## config.mk

```make
export PLATFORM = sky130hd
export DESIGN_NAME = hazard_unit_flat
export DESIGN_NICKNAME = d
export VERILOG_FILES = /design/src/rtl/hazard_pkg.sv /design/src/rtl/hazard_unit_if.sv /design/src/rtl/hazard_match.sv /design/src/rtl/hazard_unit.sv /design/src/flat_wrapper.sv
export SDC_FILE = /design/constraint.sdc
export NUM_CORES = 1
export LEC_CHECK = 0
export CAP_MARGIN = 10
export CORE_MARGIN = 2
export CORE_UTILIZATION = 35
export CTS_CLUSTER_SIZE = 25
export DETAILED_ROUTE_END_ITERATION = 8
export SYNTH_ARGS = -nofsm -noshare
export SYNTH_HDL_FRONTEND = slang
export SYNTH_SLANG_ARGS = --single-unit
```

## constraint.sdc

```tcl
create_clock -name clk -period 5.8 [get_ports clk]
set_clock_uncertainty 0.1 [all_clocks]
set_input_delay 1.16 -clock clk [delete_from_list [all_inputs] [get_ports clk]]
set_output_delay 1.16 -clock clk [all_outputs]
set_load 0.05 [all_outputs]
```

## src/rtl/hazard_pkg.sv

```systemverilog
// Shared types and constants for the LEGv8 hazard/forwarding controller.
package hazard_pkg;

  typedef enum logic {
    RUN  = 1'b0,
    WAIT = 1'b1
  } state_e;

  typedef enum logic [1:0] {
    FWD_RF    = 2'b00,
    FWD_EXMEM = 2'b01,
    FWD_MEMWB = 2'b10
  } fwd_e;

  localparam logic [4:0] XZR = 5'd31;

  // Producer stage indices into the per-stage match vectors.
  localparam int STG_EX  = 0;
  localparam int STG_MEM = 1;
  localparam int STG_WB  = 2;

  // Total stall length in cycles, counting the detection cycle.
  localparam logic [1:0] N_NONE     = 2'd0;
  localparam logic [1:0] N_LOAD_USE = 2'd1;
  localparam logic [1:0] N_EX       = 2'd3;
  localparam logic [1:0] N_MEM      = 2'd2;
  localparam logic [1:0] N_WB       = 2'd1;
  localparam logic [1:0] N_FLAG     = 2'd1;

  // The younger producer (EX/MEM) always holds the newer value.
  function automatic fwd_e fwd_sel(input logic mem_hit, input logic wb_hit);
    if (mem_hit)     return FWD_EXMEM;
    else if (wb_hit) return FWD_MEMWB;
    else             return FWD_RF;
  endfunction

endpackage

```

## src/rtl/hazard_unit_if.sv

```systemverilog
// Pipeline-side bundle of hazard_unit: stage fields in, enables/flushes/selects out.
interface hazard_unit_if #(
  parameter int CNT_W = 32
);
  logic [4:0]       idRn, idRm;
  logic             idUseA, idUseB, idReadsFlags;
  logic [4:0]       exRd;
  logic             exRegWrite, exload, exsetFlag, exBrTaken;
  logic [4:0]       memRd;
  logic             memRegWrite;
  logic [4:0]       wbRd;
  logic             wbRegWrite;
  logic             pcWrEn, ifidWrEn, idexWrEn, exmemWrEn, memwbWrEn;
  logic             ifidFlush, idexFlush;
  logic [1:0]       fwdA, fwdB;
  logic             fwdFlags;
  logic [CNT_W-1:0] stallCycles, flushEvents;

  modport master (
    output idRn, idRm, idUseA, idUseB, idReadsFlags,
    output exRd, exRegWrite, exload, exsetFlag, exBrTaken,
    output memRd, memRegWrite, wbRd, wbRegWrite,
    input  pcWrEn, ifidWrEn, idexWrEn, exmemWrEn, memwbWrEn,
    input  ifidFlush, idexFlush, fwdA, fwdB, fwdFlags,
    input  stallCycles, flushEvents
  );

  modport slave (
    input  idRn, idRm, idUseA, idUseB, idReadsFlags,
    input  exRd, exRegWrite, exload, exsetFlag, exBrTaken,
    input  memRd, memRegWrite, wbRd, wbRegWrite,
    output pcWrEn, ifidWrEn, idexWrEn, exmemWrEn, memwbWrEn,
    output ifidFlush, idexFlush, fwdA, fwdB, fwdFlags,
    output stallCycles, flushEvents
  );

endinterface

```

## src/rtl/hazard_match.sv

```systemverilog
// One producer stage's Rd/RegWrite compared against both ID source registers.
module hazard_match
  import hazard_pkg::*;
(
  input  logic [4:0] rd,
  input  logic       reg_write,
  input  logic [4:0] rn,
  input  logic [4:0] rm,
  input  logic       use_a,
  input  logic       use_b,
  output logic       match_a,
  output logic       match_b
);

  // XZR reads as zero, so a write to it is never a real producer.
  logic producer_valid;
  assign producer_valid = reg_write && (rd != XZR);

  assign match_a = producer_valid && use_a && (rd == rn);
  assign match_b = producer_valid && use_b && (rd == rm);

endmodule

```

## src/rtl/hazard_unit.sv

```systemverilog
// Hazard/forwarding controller for the five-stage LEGv8 pipeline.
// Define HAZARD_FWD_EN to compile in operand/flag forwarding (load-use stalls only).
module hazard_unit
  import hazard_pkg::*;
#(
  parameter int CNT_W = 32
) (
  input  logic         clk,
  input  logic         reset,
  hazard_unit_if.slave hz
);

  state_e           state_reg;
  logic [1:0]       wait_cnt_reg;
  logic [CNT_W-1:0] stall_cnt_reg, flush_cnt_reg;

  logic [4:0] stage_rd [3];
  logic [2:0] stage_we, match_a, match_b, stage_hit;

  assign stage_rd[STG_EX]  = hz.exRd;
  assign stage_rd[STG_MEM] = hz.memRd;
  assign stage_rd[STG_WB]  = hz.wbRd;
  assign stage_we          = {hz.wbRegWrite, hz.memRegWrite, hz.exRegWrite};

  genvar gi;
  generate
    for (gi = 0; gi < 3; gi++) begin : g_match
      hazard_match u_match (
        .rd        (stage_rd[gi]),
        .reg_write (stage_we[gi]),
        .rn        (hz.idRn),
        .rm        (hz.idRm),
        .use_a     (hz.idUseA),
        .use_b     (hz.idUseB),
        .match_a   (match_a[gi]),
        .match_b   (match_b[gi])
      );
    end
  endgenerate

  assign stage_hit = match_a | match_b;

  logic [1:0] stall_len;
  logic       flag_hit;
  assign flag_hit = hz.exsetFlag && hz.idReadsFlags;

`ifdef HAZARD_FWD_EN
  logic [1:0] unused_hits;
  assign unused_hits = stage_hit[STG_WB:STG_MEM];

  always_comb begin
    stall_len = N_NONE;
    if (hz.exload && stage_hit[STG_EX]) stall_len = N_LOAD_USE;
  end
`else
  logic unused_exload;
  assign unused_exload = hz.exload;

  // Priority order equals the maximum over all matching producers.
  always_comb begin
    stall_len = N_NONE;
    if (stage_hit[STG_EX])                stall_len = N_EX;
    else if (stage_hit[STG_MEM])          stall_len = N_MEM;
    else if (stage_hit[STG_WB])           stall_len = N_WB;
    else if (flag_hit)                    stall_len = N_FLAG;
  end
`endif

  // A taken branch squashes the ID instruction, so it can never cause a stall.
  logic stall_now;
  assign stall_now = !hz.exBrTaken && ((state_reg == WAIT) || (stall_len != N_NONE));

  logic pc_wr_en, ifid_flush, idex_flush, fwd_flags;
  fwd_e fwd_a, fwd_b;

  always_comb begin
    pc_wr_en   = 1'b1;
    ifid_flush = 1'b0;
    idex_flush = 1'b0;
    fwd_a      = FWD_RF;
    fwd_b      = FWD_RF;
    fwd_flags  = 1'b0;
    if (!reset) begin
      pc_wr_en   = !stall_now;
      ifid_flush = hz.exBrTaken;
      idex_flush = hz.exBrTaken || stall_now;
`ifdef HAZARD_FWD_EN
      fwd_a      = fwd_sel(match_a[STG_MEM], match_a[STG_WB]);
      fwd_b      = fwd_sel(match_b[STG_MEM], match_b[STG_WB]);
      fwd_flags  = flag_hit;
`endif
    end
  end

  assign hz.pcWrEn      = pc_wr_en;
  assign hz.ifidWrEn    = pc_wr_en;
  assign hz.idexWrEn    = 1'b1;
  assign hz.exmemWrEn   = 1'b1;
  assign hz.memwbWrEn   = 1'b1;
  assign hz.ifidFlush   = ifid_flush;
  assign hz.idexFlush   = idex_flush;
  assign hz.fwdA        = fwd_a;
  assign hz.fwdB        = fwd_b;
  assign hz.fwdFlags    = fwd_flags;
  assign hz.stallCycles = reset ? '0 : stall_cnt_reg;
  assign hz.flushEvents = reset ? '0 : flush_cnt_reg;

  // The detection cycle is the first stall cycle; WAIT covers the remaining N-1.
  always_ff @(posedge clk) begin
    if (reset) begin
      state_reg     <= RUN;
      wait_cnt_reg  <= 2'd0;
      stall_cnt_reg <= '0;
      flush_cnt_reg <= '0;
    end else begin
      if (hz.exBrTaken) begin
        state_reg    <= RUN;
        wait_cnt_reg <= 2'd0;
        if (flush_cnt_reg != '1) flush_cnt_reg <= flush_cnt_reg + 1'b1;
      end else if (state_reg == RUN) begin
        wait_cnt_reg <= (stall_len == N_NONE) ? 2'd0 : stall_len - 2'd1;
        if (stall_len > N_LOAD_USE) state_reg <= WAIT;
      end else begin
        wait_cnt_reg <= (wait_cnt_reg == 2'd0) ? 2'd0 : wait_cnt_reg - 2'd1;
        if (wait_cnt_reg <= 2'd1) state_reg <= RUN;
      end

      if (!pc_wr_en && (stall_cnt_reg != '1)) stall_cnt_reg <= stall_cnt_reg + 1'b1;
    end
  end

endmodule

```

## src/flat_wrapper.sv

```systemverilog
// flat-port wrapper written by rule: the top's interface ports become plain ports
module hazard_unit_flat import hazard_pkg::*;
#(
  parameter int CNT_W = 32
)
  (clk, reset, hz_idRn, hz_idRm, hz_idUseA, hz_idUseB, hz_idReadsFlags, hz_exRd, hz_exRegWrite, hz_exload, hz_exsetFlag, hz_exBrTaken, hz_memRd, hz_memRegWrite, hz_wbRd, hz_wbRegWrite, hz_pcWrEn, hz_ifidWrEn, hz_idexWrEn, hz_exmemWrEn, hz_memwbWrEn, hz_ifidFlush, hz_idexFlush, hz_fwdA, hz_fwdB, hz_fwdFlags, hz_stallCycles, hz_flushEvents);
  hazard_unit_if #(.CNT_W(CNT_W)) hz_i ();
  input  logic clk;
  input  logic reset;
  input wire logic [$bits(hz_i.idRn)-1:0] hz_idRn;
  input wire logic [$bits(hz_i.idRm)-1:0] hz_idRm;
  input wire logic [$bits(hz_i.idUseA)-1:0] hz_idUseA;
  input wire logic [$bits(hz_i.idUseB)-1:0] hz_idUseB;
  input wire logic [$bits(hz_i.idReadsFlags)-1:0] hz_idReadsFlags;
  input wire logic [$bits(hz_i.exRd)-1:0] hz_exRd;
  input wire logic [$bits(hz_i.exRegWrite)-1:0] hz_exRegWrite;
  input wire logic [$bits(hz_i.exload)-1:0] hz_exload;
  input wire logic [$bits(hz_i.exsetFlag)-1:0] hz_exsetFlag;
  input wire logic [$bits(hz_i.exBrTaken)-1:0] hz_exBrTaken;
  input wire logic [$bits(hz_i.memRd)-1:0] hz_memRd;
  input wire logic [$bits(hz_i.memRegWrite)-1:0] hz_memRegWrite;
  input wire logic [$bits(hz_i.wbRd)-1:0] hz_wbRd;
  input wire logic [$bits(hz_i.wbRegWrite)-1:0] hz_wbRegWrite;
  output wire logic [$bits(hz_i.pcWrEn)-1:0] hz_pcWrEn;
  output wire logic [$bits(hz_i.ifidWrEn)-1:0] hz_ifidWrEn;
  output wire logic [$bits(hz_i.idexWrEn)-1:0] hz_idexWrEn;
  output wire logic [$bits(hz_i.exmemWrEn)-1:0] hz_exmemWrEn;
  output wire logic [$bits(hz_i.memwbWrEn)-1:0] hz_memwbWrEn;
  output wire logic [$bits(hz_i.ifidFlush)-1:0] hz_ifidFlush;
  output wire logic [$bits(hz_i.idexFlush)-1:0] hz_idexFlush;
  output wire logic [$bits(hz_i.fwdA)-1:0] hz_fwdA;
  output wire logic [$bits(hz_i.fwdB)-1:0] hz_fwdB;
  output wire logic [$bits(hz_i.fwdFlags)-1:0] hz_fwdFlags;
  output wire logic [$bits(hz_i.stallCycles)-1:0] hz_stallCycles;
  output wire logic [$bits(hz_i.flushEvents)-1:0] hz_flushEvents;
  assign hz_i.idRn = hz_idRn;
  assign hz_i.idRm = hz_idRm;
  assign hz_i.idUseA = hz_idUseA;
  assign hz_i.idUseB = hz_idUseB;
  assign hz_i.idReadsFlags = hz_idReadsFlags;
  assign hz_i.exRd = hz_exRd;
  assign hz_i.exRegWrite = hz_exRegWrite;
  assign hz_i.exload = hz_exload;
  assign hz_i.exsetFlag = hz_exsetFlag;
  assign hz_i.exBrTaken = hz_exBrTaken;
  assign hz_i.memRd = hz_memRd;
  assign hz_i.memRegWrite = hz_memRegWrite;
  assign hz_i.wbRd = hz_wbRd;
  assign hz_i.wbRegWrite = hz_wbRegWrite;
  assign hz_pcWrEn = hz_i.pcWrEn;
  assign hz_ifidWrEn = hz_i.ifidWrEn;
  assign hz_idexWrEn = hz_i.idexWrEn;
  assign hz_exmemWrEn = hz_i.exmemWrEn;
  assign hz_memwbWrEn = hz_i.memwbWrEn;
  assign hz_ifidFlush = hz_i.ifidFlush;
  assign hz_idexFlush = hz_i.idexFlush;
  assign hz_fwdA = hz_i.fwdA;
  assign hz_fwdB = hz_i.fwdB;
  assign hz_fwdFlags = hz_i.fwdFlags;
  assign hz_stallCycles = hz_i.stallCycles;
  assign hz_flushEvents = hz_i.flushEvents;
  hazard_unit #(.CNT_W(CNT_W)) u_core (.clk(clk), .reset(reset), .hz(hz_i));
endmodule
```

## Word level (Yosys, flattened, before mapping)

Cells that the tools add are included.

| word-level totals | value |
|---|---|
| memories kept | 0 |
| input bits | 36 |
| bits in latches | 0 |
| bits in read-only memories | 0 |
| logic and storage cells | 65 |
| memory bits (writable) | 0 |
| register bits | 67 |
| output and inout port bits | 76 |

| cells by class | value |
|---|---|
| reduce and logical (&&, ||, !) cells | 28 |
| add/subtract/negate cells | 4 |
| shift-type cells | 0 |
| bitwise operators | 1 |
| mux-type cells | 15 |
| divide/modulo/power cells | 0 |
| equality and inequality tests | 11 |
| order comparisons | 2 |
| multiply operators | 0 |

Operators by type and width:

| cell | number |
|---|---|
| 32-bit by 1-bit adder with 32-bit output, second input constant | 2 |
| 32-bit two-way mux | 2 |
| 32-bit != test, second input constant | 2 |
| 5-bit == test | 6 |
| 1-bit logical AND | 18 |
| 5-bit != test, second input constant | 3 |
| 2-bit two-way mux | 6 |
| 1-bit two-way mux | 7 |
| 2-bit zero test | 2 |
| 2-bit by 1-bit subtractor with 2-bit output, second input constant | 2 |
| 1-bit zero test | 3 |
| 3-bit OR | 1 |
| 2-bit by 1-bit greater-than comparator with 1-bit output, second input constant | 1 |
| 2-bit by 1-bit less-or-equal comparator with 1-bit output, second input constant | 1 |
| 1-bit logical OR | 2 |
| 2-bit AND reduction | 1 |
| 2-bit nonzero test | 1 |
| 2-bit OR reduction | 1 |

## Longest topological paths before layout

| depth | value |
|---|---|
| depth after elaboration | 15 |
| mapped depth | 9 |
| depth with buffers taken out | 8 |

## Hierarchy

A second synthesis with hierarchy kept.

| unflattened totals | value |
|---|---|
| cell total of the unflattened synthesis | 524 |
| area, all modules | 4147.7 um^2 |

Modules (own cells, without submodules):

| module | instances | seq. area each (um^2) | area each (um^2) | cells each |
|---|---|---|---|---|
| hazard_unit | 1 | 1341.3 | 3753.6 | 467 |
| hazard_match | 3 | 0.0 | 131.4 | 19 |

## Least setup slack after synthesis

OpenSTA, ideal clock, no wires.

| timing | value |
|---|---|
| path kind | in2out |
| start | in hz_exRd[1] |
| end | out hz_idexFlush |
| data required time | 4.540 ns |
| path slack | 1.432 ns |
| arrival | 3.108 ns |
| buffers on the path | 2 |
| stages | 8 |
| cells stage by stage | xor2_1 > nor4_1 > and3_1 > o221ai_2 > and4_4 > buf_6 > clkbuf_1 > a21oi_1 |

| between the ends | value |
|---|---|
| longest elaborated chain between the ends | 11 |
| elaborated cells on any way between the ends | 15 |
| classes of those cells | eq/ne (3); mux (2); bitwise (1); reduce/logical (9) |

Ends and longest elaborated chain:

| what | line | RTL |
|---|---|---|
| start: declaration | flat_wrapper.sv:15 | `input wire logic [$bits(hz_i.exRd)-1:0] hz_exRd;` |
| 5-bit != test | hazard_match.sv:17 | `assign producer_valid = reg_write && (rd != XZR);` |
| 1-bit logical AND | hazard_match.sv:17 |  |
| 1-bit logical AND (on tied branches) (2 in series) | hazard_match.sv:19, hazard_match.sv:20 |  |
| 3-bit OR (*) | hazard_unit.sv:41 | `assign stage_hit = match_a \| match_b;` |
| 2-bit two-way mux (*) | hazard_unit.sv:62 | `if (stage_hit[STG_EX]) stall_len = N_EX;` |
| 2-bit nonzero test (*) | hazard_unit.sv:71 | `assign stall_now = !hz.exBrTaken && ((state_reg == WAIT) \|\| (stall_len != N_NONE));` |
| 1-bit logical OR (*) | hazard_unit.sv:71 |  |
| 1-bit logical AND (*) | hazard_unit.sv:71 |  |
| 1-bit logical OR (*) | hazard_unit.sv:86 | `idex_flush = hz.exBrTaken \|\| stall_now;` |
| 1-bit two-way mux (*) | hazard_unit.sv:83 | `if (!reset) begin` |
| end: declaration | flat_wrapper.sv:30 | `output wire logic [$bits(hz_i.idexFlush)-1:0] hz_idexFlush;` |

Every way passes the cells marked *; elsewhere a longest branch is shown, timed or not.

## Worst setup path in the final report

| timing | value |
|---|---|
| start | in hz_idRn[1] |
| end | out hz_idexFlush |

| between the ends | value |
|---|---|
| longest elaborated chain between the ends | 11 |
| elaborated cells on any way between the ends | 15 |
| classes of those cells | eq/ne (3); mux (4); bitwise (1); reduce/logical (7) |

Ends and longest elaborated chain:

| what | line | RTL |
|---|---|---|
| start: declaration | flat_wrapper.sv:10 | `input wire logic [$bits(hz_i.idRn)-1:0] hz_idRn;` |
| 5-bit == test | hazard_match.sv:19 | `assign match_a = producer_valid && use_a && (rd == rn);` |
| 1-bit logical AND | hazard_match.sv:19 |  |
| 3-bit OR (*) | hazard_unit.sv:41 |  |
| 2-bit two-way mux | hazard_unit.sv:64 | `else if (stage_hit[STG_WB]) stall_len = N_WB;` |
| 2-bit two-way mux | hazard_unit.sv:63 | `else if (stage_hit[STG_MEM]) stall_len = N_MEM;` |
| 2-bit two-way mux (*) | hazard_unit.sv:62 |  |
| 2-bit nonzero test (*) | hazard_unit.sv:71 |  |
| 1-bit logical OR (*) | hazard_unit.sv:71 |  |
| 1-bit logical AND (*) | hazard_unit.sv:71 |  |
| 1-bit logical OR (*) | hazard_unit.sv:86 |  |
| 1-bit two-way mux (*) | hazard_unit.sv:83 |  |

Marked as above.

==> reports/qor.yml <==
run_status:
  outcome: "finished, violations left"
  violations: "DRC"
global_route:
  grt_usage_pct: 17.2
  first_global_vias: 3807
  overflow: 0
  grt_pass1_wl_mm: 18.2
  antenna_found_initial: 0
  grt_max_degree: 103
power_and_ir_drop:
  sequentialPowerShare_pct: 37.5
  swShare_pct: 23.1
  powerDensity_nw_per_um2: 221
  p_sw_w: 0.000286
  p_comb_share_pct: 9.8
  ir_drop_mv: 0.127
  p_int_w: 0.000954
  p_leak_nw: 2.02
  clockPowerShare_pct: 52.7
clock_network:
  ctsHoldBuffers: 0
  htreeDepth: 3
  clockBufferDepth: 2
  cts-resized-gates: 0
  cts_setup_buffers: 0
  cts_tree: "done"
  cts_buffers: 9
  cts.sinks: 67
  clock_latency_ns: 0.33
  cts.root.buffer_cell: "clkbuf_16"
  path_clk_slew_ns: 0.06
logic_synthesis:
  synth_area_per_cell_um2: 8.03
  netlist.area_leader.share_pct: 32.1
  yosysTopAreaCell: "dfxtp_1"
  yosysSeqAreaShare_pct: 32.1
  synth_commonest_cells: "dfxtp_1, nor2_1, nor2b_1"
  synth_edf_count: 0
  async_flop_share_pct: 0
  syn_inst: 520
  syn-cell-area_um2: 4180
  synth.distinct_cells: 47
  yosys_warnings: 0
  synth.area.top_cells: "dfxtp_1, nor2b_1, xor2_1"
  ys_seq_elements: 67
  synth-main-ff-cell: "dfxtp_1"
  yosysMostFrequentCell: "dfxtp_1"
placed_design:
  dp_hpwl_mm: 7.85
  port_buffers: 102
  gp_congestion: 0.800
  place_ws_ns: 0.589
timing:
  worst_slack_ns: 0.612
  hold_viol_final: 0
  rsz0062_at_grt: "false"
  fin_crit_sh_pct: 89.4
  tns_ns: 0
  min_period_ns: 5.19
  max_freq_ghz: 0.193
  slew_violations: 0
  relSlewSlack_pct: 36.1
  final-setup-viol-count: 0
  tightest_slew_ns: 0.959
setup_path:
  required_ns: 4.54
  critPathMaxFanout: 15
  cpPeakStageDelay_ns: 0.86
  worst-path-buf-inv: 2
  cp_data_arrival_time_ns: 3.93
  path_cells: "clkdlybuf4s50_1 -> xor2_1 -> nor4_1 -> and3_1 -> o221ai_1 -> and4_4 -> a21oi_1 -> clkdlybuf4s50_1"
  reg2reg_setup_slack_ns: 3.10
  slowest_stage: "clkdlybuf4s50_1"
  cp-start-kind: "primary input"
  path_delay_family: "buffers and inverters"
  cpMostUsedCell: "clkdlybuf4s50_1"
  path_class: "primary input to output pin"
  end_kind: "output pin"
drt:
  wirelength_mm: 10.8
  ant_nets: 0
  num_vias: 3900
  drc: 5
  drt_iter0_drc: 134
  wl_per_cell_um: 14.2
  drtPass1Iterations: 6
  vias_per_cell: 5.15
min_path:
  hold_path_class: "flop to flop"
floorplanning:
  placementRows: 39
  ios: 112
  dieWidth_um: 113
  die_y_um: 113
  core_area_um2: 11500
  initial_core_util_pct: 36.3
  die_area_um2: 12800
finish:
  multiInputGateArea_um2: 2640
  fillers: 1116
  num_antenna_cells: 0
  layout-drive-gt1-share_pct: 5.69
  area_growth_pct: 34.3
  layout.area.seq_um2: 1340
  nets: 648
job:
  drv_cap: 0
==> logic make-up after synthesis <==
family,after synthesis,synth area share (%)
XOR/XNOR,59,12.4
multiplexers,22,5.90
other,2,0.180
adder cells (fa/ha/maj),2,0.599
flip-flops,67,32.1
buffers and inverters,42,5.12
AND/OR/NAND/NOR,288,37.7
AO/OA/AOI/OAI,38,5.96
==> power groups by stage <==
stage	Clock, W	Sequential (W)	Combinational, W
after floorplan	0	0.000475	0.0000792
after global placement	0	0.000475	0.000119
after detailed placement	0	0.000476	0.000122
after CTS	0.000668	0.000465	0.000122
after global routing	0.000690	0.000466	0.000132
final	0.000654	0.000466	0.000122
==> per-layer routing <==
layer	wire, um	track usage [%]	up-vias
li1	-	-	1991
met1	5060	22.0	1800
met2	5070	28.7	96
met3	517	3.80	13
met4	151	6.10	0
met5	0	0	-
==> per-stage QoR <==
step / hold slack (ns) / power, W / area [um2] / utilization [%] / cells
floorplan: 0.360 / 0.000554 / 4200 / - / 526
global placement: 0.372 / 0.000595 / 5250 / 45.6 / 742
detailed placement: 0.391 / 0.000597 / 5250 / 45.6 / 742
CTS: 0.401 / 0.00126 / 5610 / 48.7 / 758
global route: 0.412 / 0.00129 / 5610 / 48.7 / 758
finish: 0.398 / 0.00124 / 5610 / 48.7 / 758
==> placed cells by master (no fill, tap or decap), types with 3 or more instances in the layout <==
cell type        synthesis  final
and2_1                   4      4
clkdlybuf4s50_1          0    101
clkbuf_16                0      9
nor2b_1                 59     59
xor2_1                  41     41
buf_4                   10      6
or3_1                    8      8
and3_1                  17     17
bufinv_16                0      3
a21oi_1                 15     15
conb_1                   2      8
xnor2_1                 18     18
mux2_2                   6      6
nor3_1                   9      9
nand4_1                 17     17
or4_1                    9      9
nor4_1                  21     21
o31ai_1                  4      4
nand3_1                 33     33
dfxtp_1                 67     67
nor2_1                  65     65
o21ai_0                 10     10
nand2_1                 28     28
and4_1                   5      5
mux2_1                  15     15
inv_1                    8      8
==> layout make-up <==
| cell class | count | share of cell area [%] |
|---|---|---|
| clock buffer | 11 | 4.50 |
| clock inverter | 5 | 1.92 |
| inverter | 8 | 0.535 |
| multi-input combinational | 417 | 47.1 |
| sequential | 67 | 23.9 |
| tap | 143 | 3.19 |
| timing repair buffer | 107 | 18.8 |
==> tightest hold or removal path, delay by kind of cell (launching register included) <==
family,cells,cell delay (ns)
flip-flops,1,0.31
AO/OA/AOI/OAI,1,0.06
AND/OR/NAND/NOR,1,0.08
==> worst paths after layout <==
path | startpoint | cells past startpoint | endpoint
max | hz_idRn[1] | 8 | hz_idexFlush
min | u_core.wait_cnt_reg[0]$_SDFF_PP0_ | 2 | u_core.wait_cnt_reg[1]$_SDFF_PP0_
max reg2reg | u_core.stall_cnt_reg[0]$_SDFFE_PP0P_ | 8 | u_core.stall_cnt_reg[1]$_SDFFE_PP0P_
min reg2reg | u_core.wait_cnt_reg[0]$_SDFF_PP0_ | 2 | u_core.wait_cnt_reg[1]$_SDFF_PP0_
Power figures use the tool's default switching activity.
